### src/rtl/reg_apb_bridge.sv
// reg_apb_bridge: APB3 slave front-end for the register bank.
// Decodes paddr[15:12] into a sub-block index and paddr[11:0] into a sub-register
// address, pulses a one-hot write enable, and returns the selected sub-block's read
// data after one fixed wait state.
// Optional feature: define REG_BRIDGE_PSLVERR_EN to report unmapped accesses on pslverr.
// Without it, unmapped accesses complete normally. In both builds they read as zero
// and never write.
module reg_apb_bridge #(
    parameter int NSUB = 4
) (
    input  logic                 clk,
    input  logic                 rst_n,
    input  logic                 psel,
    input  logic                 penable,
    input  logic                 pwrite,
    input  logic [15:0]          paddr,
    input  logic [31:0]          pwdata,
    output logic [31:0]          prdata,
    output logic                 pready,
    output logic                 pslverr,
    output logic [11:0]          sub_reg_addr,
    output logic [31:0]          reg_wr_data,
    output logic [NSUB-1:0]      reg_wr_en,
    input  logic [32*NSUB-1:0]   reg_rd_data_bus
);

    typedef enum logic [1:0] {
        IDLE,
        ISSUE,
        RESP
    } state_t;

    state_t            state_q,   state_d;
    logic [31:0]       prdata_q,  prdata_d;
    logic              pready_q,  pready_d;
    logic              pslverr_q, pslverr_d;
    logic [11:0]       addr_q,    addr_d;
    logic [31:0]       wdata_q,   wdata_d;
    logic [NSUB-1:0]   wr_en_q,   wr_en_d;
    logic [3:0]        idx_q,     idx_d;
    logic              dir_q,     dir_d;
    logic              err_q,     err_d;
    logic [31:0]       rd_sel;

    // Select the read word of the sub-block latched at setup (zero if out of range)
    always_comb begin
        rd_sel = '0;
        for (int i = 0; i < NSUB; i++) begin
            if (idx_q == 4'(i)) begin
                rd_sel = reg_rd_data_bus[i*32 +: 32];
            end
        end
    end

    // Next-state and next-output logic for the IDLE -> ISSUE -> RESP transfer sequence
    always_comb begin
        state_d   = state_q;
        prdata_d  = prdata_q;
        pready_d  = 1'b0;
        pslverr_d = 1'b0;
        addr_d    = addr_q;
        wdata_d   = wdata_q;
        wr_en_d   = '0;
        idx_d     = idx_q;
        dir_d     = dir_q;
        err_d     = err_q;
        case (state_q)
            IDLE: begin
                if (psel && !penable) begin
                    addr_d  = paddr[11:0];
                    wdata_d = pwdata;
                    idx_d   = paddr[15:12];
                    dir_d   = pwrite;
                    err_d   = ({1'b0, paddr[15:12]} >= 5'(NSUB));
                    for (int i = 0; i < NSUB; i++) begin
                        wr_en_d[i] = pwrite && (paddr[15:12] == 4'(i));
                    end
                    state_d = ISSUE;
                end
            end
            ISSUE: begin
                if (!psel) begin
                    state_d = IDLE;
                end else begin
                    if (!dir_q) begin
                        prdata_d = err_q ? 32'h0 : rd_sel;
                    end
                    pready_d = 1'b1;
`ifdef REG_BRIDGE_PSLVERR_EN
                    pslverr_d = err_q;
`else
                    pslverr_d = 1'b0;
`endif
                    state_d = RESP;
                end
            end
            RESP: begin
                state_d = IDLE;
            end
            default: begin
                state_d = IDLE;
            end
        endcase
    end

    // Single state register for the FSM and every registered output
    always_ff @(posedge clk or negedge rst_n) begin
        if (!rst_n) begin
            state_q   <= IDLE;
            prdata_q  <= '0;
            pready_q  <= 1'b0;
            pslverr_q <= 1'b0;
            addr_q    <= '0;
            wdata_q   <= '0;
            wr_en_q   <= '0;
            idx_q     <= '0;
            dir_q     <= 1'b0;
            err_q     <= 1'b0;
        end else begin
            state_q   <= state_d;
            prdata_q  <= prdata_d;
            pready_q  <= pready_d;
            pslverr_q <= pslverr_d;
            addr_q    <= addr_d;
            wdata_q   <= wdata_d;
            wr_en_q   <= wr_en_d;
            idx_q     <= idx_d;
            dir_q     <= dir_d;
            err_q     <= err_d;
        end
    end

    assign prdata       = prdata_q;
    assign pready       = pready_q;
    assign pslverr      = pslverr_q;
    assign sub_reg_addr = addr_q;
    assign reg_wr_data  = wdata_q;
    assign reg_wr_en    = wr_en_q;

endmodule

### config.mk
export PLATFORM = sky130hd
export DESIGN_NAME = reg_apb_bridge
export DESIGN_NICKNAME = d
export VERILOG_FILES = /design/src/rtl/reg_apb_bridge.sv
export SDC_FILE = /design/constraint.sdc
export NUM_CORES = 1
export LEC_CHECK = 0
export BUFFER_PORTS_ARGS = -buffer_cell sky130_fd_sc_hd__buf_2
export CAP_MARGIN = 20
export CORE_ASPECT_RATIO = 1.25
export CORE_MARGIN = 5
export CORE_UTILIZATION = 30
export DETAILED_ROUTE_END_ITERATION = 7
export GPL_TIMING_DRIVEN = 0
export SYNTH_ARGS = -nofsm -noshare
export SYNTH_HDL_FRONTEND = slang
export SYNTH_SLANG_ARGS = --single-unit
### constraint.sdc
create_clock -name clk -period 1.86 [get_ports clk]
set_input_delay 0.093 -clock clk [delete_from_list [all_inputs] [get_ports clk]]
set_output_delay 0.093 -clock clk [all_outputs]
set_load 0.02 [all_outputs]
**After elaboration in Yosys (flattened, before gate mapping)**

Cells that the tools add are included.

- $add $sub $neg: 0
- Multiply operators: 0
- Div/mod/pow operators: 0
- $lt $le $gt $ge: 1
- Equality and inequality tests: 8
- Shift-type cells: 0
- Muxes and demuxes: 12
- Bitwise logic cells: 1
- Reductions and logical operators: 11

Operators with widths:

| operator | count |
|---|---|
| 32-bit two-way mux | 5 |
| 4-bit by 2-bit == test with 1-bit output (second input constant) | 4 |
| 4-bit by 1-bit == test with 1-bit output (second input constant) | 2 |
| 4-bit zero test | 2 |
| 4-bit two-way mux | 2 |
| 1-bit logical AND | 5 |
| 4-bit by 3-bit greater-or-equal comparator with 1-bit output (second input constant) | 1 |
| 2-bit two-way mux | 2 |
| 2-bit one-hot mux with 2 select lines | 1 |
| 3-bit AND reduction | 1 |
| 2-bit by 1-bit == test with 1-bit output (second input constant) | 1 |
| 2-bit zero test | 1 |
| 1-bit two-way mux | 2 |
| 2-bit != test (second input constant) | 1 |
| 2-bit AND reduction | 1 |
| 1-bit zero test | 1 |
| 1-bit NOT | 1 |

- Register bits after elaboration: 89
- Latch bits: 0
- RAM bits: 0
- ROM bits: 0
- Input bits: 181
- Output and inout port bits: 82
- Word-level logic and storage cells: 42
- Memories: 0

**Logic depth before layout (Yosys ltp)**

Gate-level depths: netlist of the first run.

- Depth in word-level cells: 6
- Depth in mapped cells: 6
- Mapped depth without buffers: 3

**Worst setup path after synthesis of the first run**

No wires, ideal clock.

- Path type: register to register
- From: reg state_q[0]
- To: reg wdata_q[26], in the netlist reg_wr_data[26]
- Data arrival time: 1460 ps
- Required time: 1735 ps
- Slack: 275 ps
- Stages on the path, launching flop included: 4
- Cell sequence: dfrtp_1 nor4b_4 buf_6 mux2_2

- Cells in the longest elaborated chain, start to end: 2

Ends and longest elaborated chain:

| element | line | text |
|---|---|---|
| start: declaration | 33 | `state_t state_q, state_d;` |
| start signal: assignment | 120 | `state_q <= state_d;` |
| 2-bit zero test | 67 | `case (state_q)` |
| 2-bit AND reduction (no line) | n/a |  |
| end signal: assignment | 125 | `wdata_q <= wdata_d;` |
| end: declaration | 38 | `logic [31:0] wdata_q, wdata_d;` |

Every way passes these cells.
A chain may end at the register's enable or synchronous reset.

**Final worst setup path of the first run**

- From: reg idx_q[0]
- To: reg prdata_q[14], in the netlist prdata[14]

- Cells in the longest elaborated chain, start to end: 6
- Elaborated cells between the ends (all ways): 9

Ends and longest elaborated chain:

| element | line | text |
|---|---|---|
| start: declaration | 40 | `logic [3:0] idx_q, idx_d;` |
| start signal: assignment | 127 | `idx_q <= idx_d;` |
| 4-bit zero test | 49 | `if (idx_q == 4'(i)) begin` |
| 32-bit two-way mux (3 in series) | 49 |  |
| 32-bit two-way mux * | 49 |  |
| 32-bit two-way mux * | 86 | `prdata_d = err_q ? 32'h0 : rd_sel;` |
| end signal: assignment | 121 | `prdata_q <= prdata_d;` |
| end: declaration | 34 | `logic [31:0] prdata_q, prdata_d;` |

Every way passes the cells marked *; elsewhere a longest branch is shown, timed or not.

==> impl_metrics.toml, run 1 <==
[status]
status = "completed"

[pwr]
ir_drop_v = 0.0004570
power.density_mw_per_mm2 = 940.5
power_uw = 6386
power.leakage_uw = 0.003268

[critical_path]
cp.buffers_inverters = 2
cp_common_cell = "buf_2"
critical_path_class = "register to register"
critical-path-slowest-cell = "mux2_2"
setup.worst_path.start_class = "register"
arrival_ns = 1.97
cpPeakStageDelay_ns = 0.38
end_kind = "register"
path_max_fanout = 10
cp_top_family = "buffers and inverters"
critPathRequiredTime_ns = 2.07
path_cells = "buf_2, buf_2, mux2_2, o221ai_1, o21ai_1"

[clock_network]
numCtsBuffers = 9
clockRootBuffer = "clkbuf_16"
cts_tree = "built"
clock_latency_ns = 0.33
cts.clk_slew.worst_paths_ns = 0.06
htree_levels = 3
clock_sinks = 89
cts_buffer_depth = 2

[synthesis]
synth_top_family_by_area = "multiplexers"
seq_area_frac_synth = 0.5080
ys_warn_count = 0
ys_ff_latch = 89
synthMuxAreaShare = 0.2902
synth_simple_gate_area_frac = 0.05337
synth.distinct_cells = 22
syn_area_per_cell_um2 = 12.67
synth_cells = 346
synth_area_mm2 = 0.004384
synth_xor_area_frac = 0
synth_compound_area_frac = 0.1016
synth_nets = 527
synthAdderAreaFrac = 0

[grt]
grt_use_total = 0.1649
grt_max_degree = 47
grt_pass1_wl_um = 23180
grt_pass1_vias = 4501
grt-ovfl-total = 0
antenna_found_initial = 0

[detailed_routing]
avgViaCountPerCell = 4.750
drtIter0Drc = 156
post_drt_wl_per_cell_um = 17.06
vias = 4047
drc_errors = 0
first_pass_iters = 4
drt_wl_total_um = 14540
ant_nets = 0

[finish]
num_antenna_cells = 0
layout_common_cells = "buf_2, mux2_2, dfrtp_1"
post-route-util = 0.4733
drive_gt1_frac = 0.6246
fin_nets = 850
area_growth_pct = 54.88
stdcell_count = 852
layout.cells.most_common = "buf_2"

[sta]
skew_ns = 0.006916
fmax_mhz = 566.1
period_share = 0.9498
tightest_slew_ns = 0.5971
setup_slack_ns = 0.09342
period_minus_slack_ns = 1.767
rsz0062_at_grt = "no"
finalSetupViolCount = 0
max_slew_margin = 0.6019
finalHoldViolCount = 0
whs_ns = 0.02244
slew_viol_final = 0

[placement]
portBuffers = 261
place_congestion = 0.8630
place_ws_ns = -0.1259
dp_hpwl_um = 11470
place_inst = 786

[die]
ios = 263
die_w_um = 118.1
num_rows = 49
die-area_mm2 = 0.01715
start_util = 0.3056
core_region_area_mm2 = 0.01435
fp.dieH_um = 145.2

[job]
maxCapViolations = 0

[hold_path]
worstHoldPathType = "primary input to register"
flip-flops by register name, indices dropped and copies added (netlist names), 2 cells and up:
name and flops:
reg_wr_data 32, reg_wr_en 4, state_q 2, prdata 32
idx_q 4, sub_reg_addr 12
where the power goes:
group | switching, uW | internal [uW]
sequential | 157 | 2230
clock | 783 | 1240
combinational | 1050 | 930
kinds of logic (layout without fill, tap and decap cells):
logic type,count (synthesis),in the layout
mux,113,113
flops,89,89
compound gates,65,65
simple gates,45,45
buf+inv,33,361
other cells,1,1
path summary, 6_finish.rpt:
| kind | start | end | slack, ns | depth (start not counted) |
|---|---|---|---|---|
| min reg2reg | prdata[20] | prdata[20] | 0.48 | 2 |
| max | idx_q[0] | prdata[14] | 0.09 | 5 |
| min in group asynchronous | rst_n | reg_wr_data[16] | 0.30 | 2 |
| max reg2reg | idx_q[0] | prdata[14] | 0.09 | 5 |
| min | paddr[15] | idx_q[3] | 0.02 | 2 |
| max in group asynchronous | rst_n | prdata[19] | 0.92 | 3 |
worst reg2reg max path, delay by kind of cell, from the launching register on:
kind / cells / cell delay [ns]
buf+inv: 2 / 0.56
flops: 1 / 0.37
compound gates: 2 / 0.34
mux: 1 / 0.38
cell type report:
cell class                      count  area, um^2
Tap cell                          178       222.7
Fill cell                        1307        7556
Inverter                            2       7.507
Clock buffer                       10       239.0
Clock inverter                      6       98.84
Buffer                             31       202.7
Sequential cell                    89        2227
Multi-Input combinational cell    224        1961
Timing Repair Buffer              312        1832
through the flow:
step	setup TNS, ns	instance area (um^2)
final	0	6790
after global routing	0	6790
after CTS	0	6766
after detailed placement	-0.9835	5943
after global placement	-7.786	5913
after floorplan	0	4384
layer usage:
metal	vias to the layer above	routed length, um	track usage
met5	-	0	0
met4	0	212	0.05049
met3	16	1325	0.05761
met2	196	7558	0.3001
met1	1915	5443	0.1779
li1	1920	-	-
Yosys cell counts (all sizes together):
cell,count,share of area
mux2,113,0.29
or3b,1,0.0020
conb,1,0.00086
and3b,2,0.0046
nor2,2,0.0017
nand3,1,0.0040
clkbuf,13,0.011
o21ai,32,0.037
nand4bb,1,0.0026
dfrtp,89,0.51
inv,2,0.0017
nand2,32,0.027
o221ai,32,0.064
buf,18,0.033
nor3,5,0.0057
nor4b,1,0.0054
a21oi,1,0.0011
what timing repair did:
item	4_1_cts	5_1_grt
gates resized for setup	1	12
hold buffers	48	0
endpoints found under the setup margin	20	48
hold endpoints to repair	91	0
pin swaps	0	1
buffers inserted	0	2
Note: power is estimated with default switching activity, not from simulation.
==> run 2, diff against run 1 <==
- BUFFER_PORTS_ARGS: -buffer_cell sky130_fd_sc_hd__buf_2 -> -buffer_cell sky130_fd_sc_hd__clkbuf_2
==> run 2 against run 1 <==
  * Critical path type unchanged
  * Sequential power barely moved
  * Critical endpoint unchanged
  * Sequential share of layout area increased by 0.25 points
  * Critical path depth is the same
  * Clock power down 14%
  * Combinational power about the same
  * Setup slack lost 0.026 ns
  * Utilization decreased by 0.36 points
  * Global-route usage barely moved
  * Non-clock buffer count unchanged
==> impl_metrics.toml, run 2 (synthesis gave the netlist of run 1 again) <==
[critical_path]
end_kind = "register"
cpPeakStageDelay_ns = 0.37
cp_common_cell = "buf_2"
arrival_ns = 2.00
critPathRequiredTime_ns = 2.07
cp_top_family = "buffers and inverters"
setup.worst_path.start_class = "register"
critical_path_class = "register to register"
critical-path-slowest-cell = "dfrtp_1"
path_cells = "buf_2, buf_2, mux2_2, o221ai_1, o21ai_1"
path_max_fanout = 10
cp.buffers_inverters = 2

[grt]
grt_max_degree = 50
grt_use_total = 0.1652
antenna_found_initial = 0
grt_pass1_vias = 4436
grt-ovfl-total = 0
grt_pass1_wl_um = 23090

[sta]
fmax_mhz = 557.9
tightest_slew_ns = 0.5999
slew_viol_final = 0
rsz0062_at_grt = "no"
setup_slack_ns = 0.06741
skew_ns = 0.007834
period_share = 0.9638
max_slew_margin = 0.6001
finalHoldViolCount = 0
period_minus_slack_ns = 1.793
finalSetupViolCount = 0

[clock_network]
clock_latency_ns = 0.34
htree_levels = 3
numCtsBuffers = 9
cts_tree = "built"
clockRootBuffer = "clkbuf_16"
clock_sinks = 89
cts_buffer_depth = 2
cts.clk_slew.worst_paths_ns = 0.07

[detailed_routing]
drtIter0Drc = 155
drt_wl_total_um = 14380
vias = 4015
post_drt_wl_per_cell_um = 16.88
first_pass_iters = 6
ant_nets = 0
drc_errors = 0
avgViaCountPerCell = 4.712

[die]
die_w_um = 118.1
ios = 263
die-area_mm2 = 0.01715
fp.dieH_um = 145.2
start_util = 0.3056
num_rows = 49
core_region_area_mm2 = 0.01435

[finish]
register_area_mm2 = 0.002227
layout.cells.most_common = "clkbuf_2"
stdcell_count = 852
drive_gt1_frac = 0.6217
num_antenna_cells = 0
area_growth_pct = 53.71
multi_input_area_mm2 = 0.001961
fin_nets = 850
layout_common_cells = "clkbuf_2, mux2_2, dfrtp_1"
fillCellCount = 1329

[placement]
place_inst = 786
place_ws_ns = -0.1628
dp_hpwl_um = 11400
portBuffers = 261
place_congestion = 0.8575

[job]
maxCapViolations = 0

[pwr]
ir_drop_v = 0.0004963
power.density_mw_per_mm2 = 906.4
power.leakage_uw = 0.003254

[hold_path]
worstHoldPathType = "primary input to register"

[status]
status = "completed"
[run 2: stage by stage]
stage	total power, uW	util	hold slack, ns	TNS, ns	cell area [um^2]
floorplan	3571	-	-0.2026	0	4384
global placement	4279	0.4122	0.3054	-27.20	5913
detailed placement	4334	0.4143	0.1630	-1.267	5943
CTS	6205	0.4687	0.01593	0	6724
global route	6455	0.4697	0.02153	0	6739
finish	6108	0.4697	0.02230	0	6739
[run 2: cell type report]
cell class	count	share of cell area
sequential	89	0.3305
multi-input combinational	224	0.2909
timing repair buffer	312	0.2722
clock buffer	9	0.03342
tap	178	0.03305
buffer	31	0.02989
clock inverter	7	0.008912
inverter	2	0.001114
[run 2: routing by layer]
| layer | vias up | global-route usage | part of all wire |
|---|---|---|---|
| li1 | 1923 | - | - |
| met1 | 1874 | 0.1688 | 0.37 |
| met2 | 195 | 0.3091 | 0.52 |
| met3 | 23 | 0.05527 | 0.087 |
| met4 | 0 | 0.05909 | 0.023 |
| met5 | - | 0 | 0 |
[run 2: what timing repair did]
item,CTS,global route
gates resized for setup,1,9
pin swaps,0,1
setup endpoints to repair,20,22
endpoints found under the hold margin,90,0
setup buffers,0,1
hold buffers,49,0
[run 2: path summary, 6_finish.rpt]
path / depth (start not counted) / endpoint / from / slack [ns]
setup reg to reg: 5 / prdata[14] / idx_q[0] / 0.07
hold / removal: 3 / reg_wr_en[3] / pwrite / 0.02
setup / recovery: 5 / prdata[14] / idx_q[0] / 0.07
max in group asynchronous: 3 / prdata[14] / rst_n / 0.87
hold reg to reg: 2 / prdata[27] / prdata[27] / 0.48
min in group asynchronous: 2 / reg_wr_data[16] / rst_n / 0.33
[run 2: power by group]
| part | internal, uW | total, uW | switching (uW) | leakage, uW |
|---|---|---|---|---|
| registers | 2230 | 2400 | 168 | 0.00112 |
| logic | 923 | 1970 | 1050 | 0.00199 |
| clock network | 932 | 1740 | 806 | 0.000136 |
[run 2: tightest hold or removal path, cell delays in order]
cell	delay [ns]
clkbuf_2	0.11
nand3_4	0.08
nor3_1	0.04
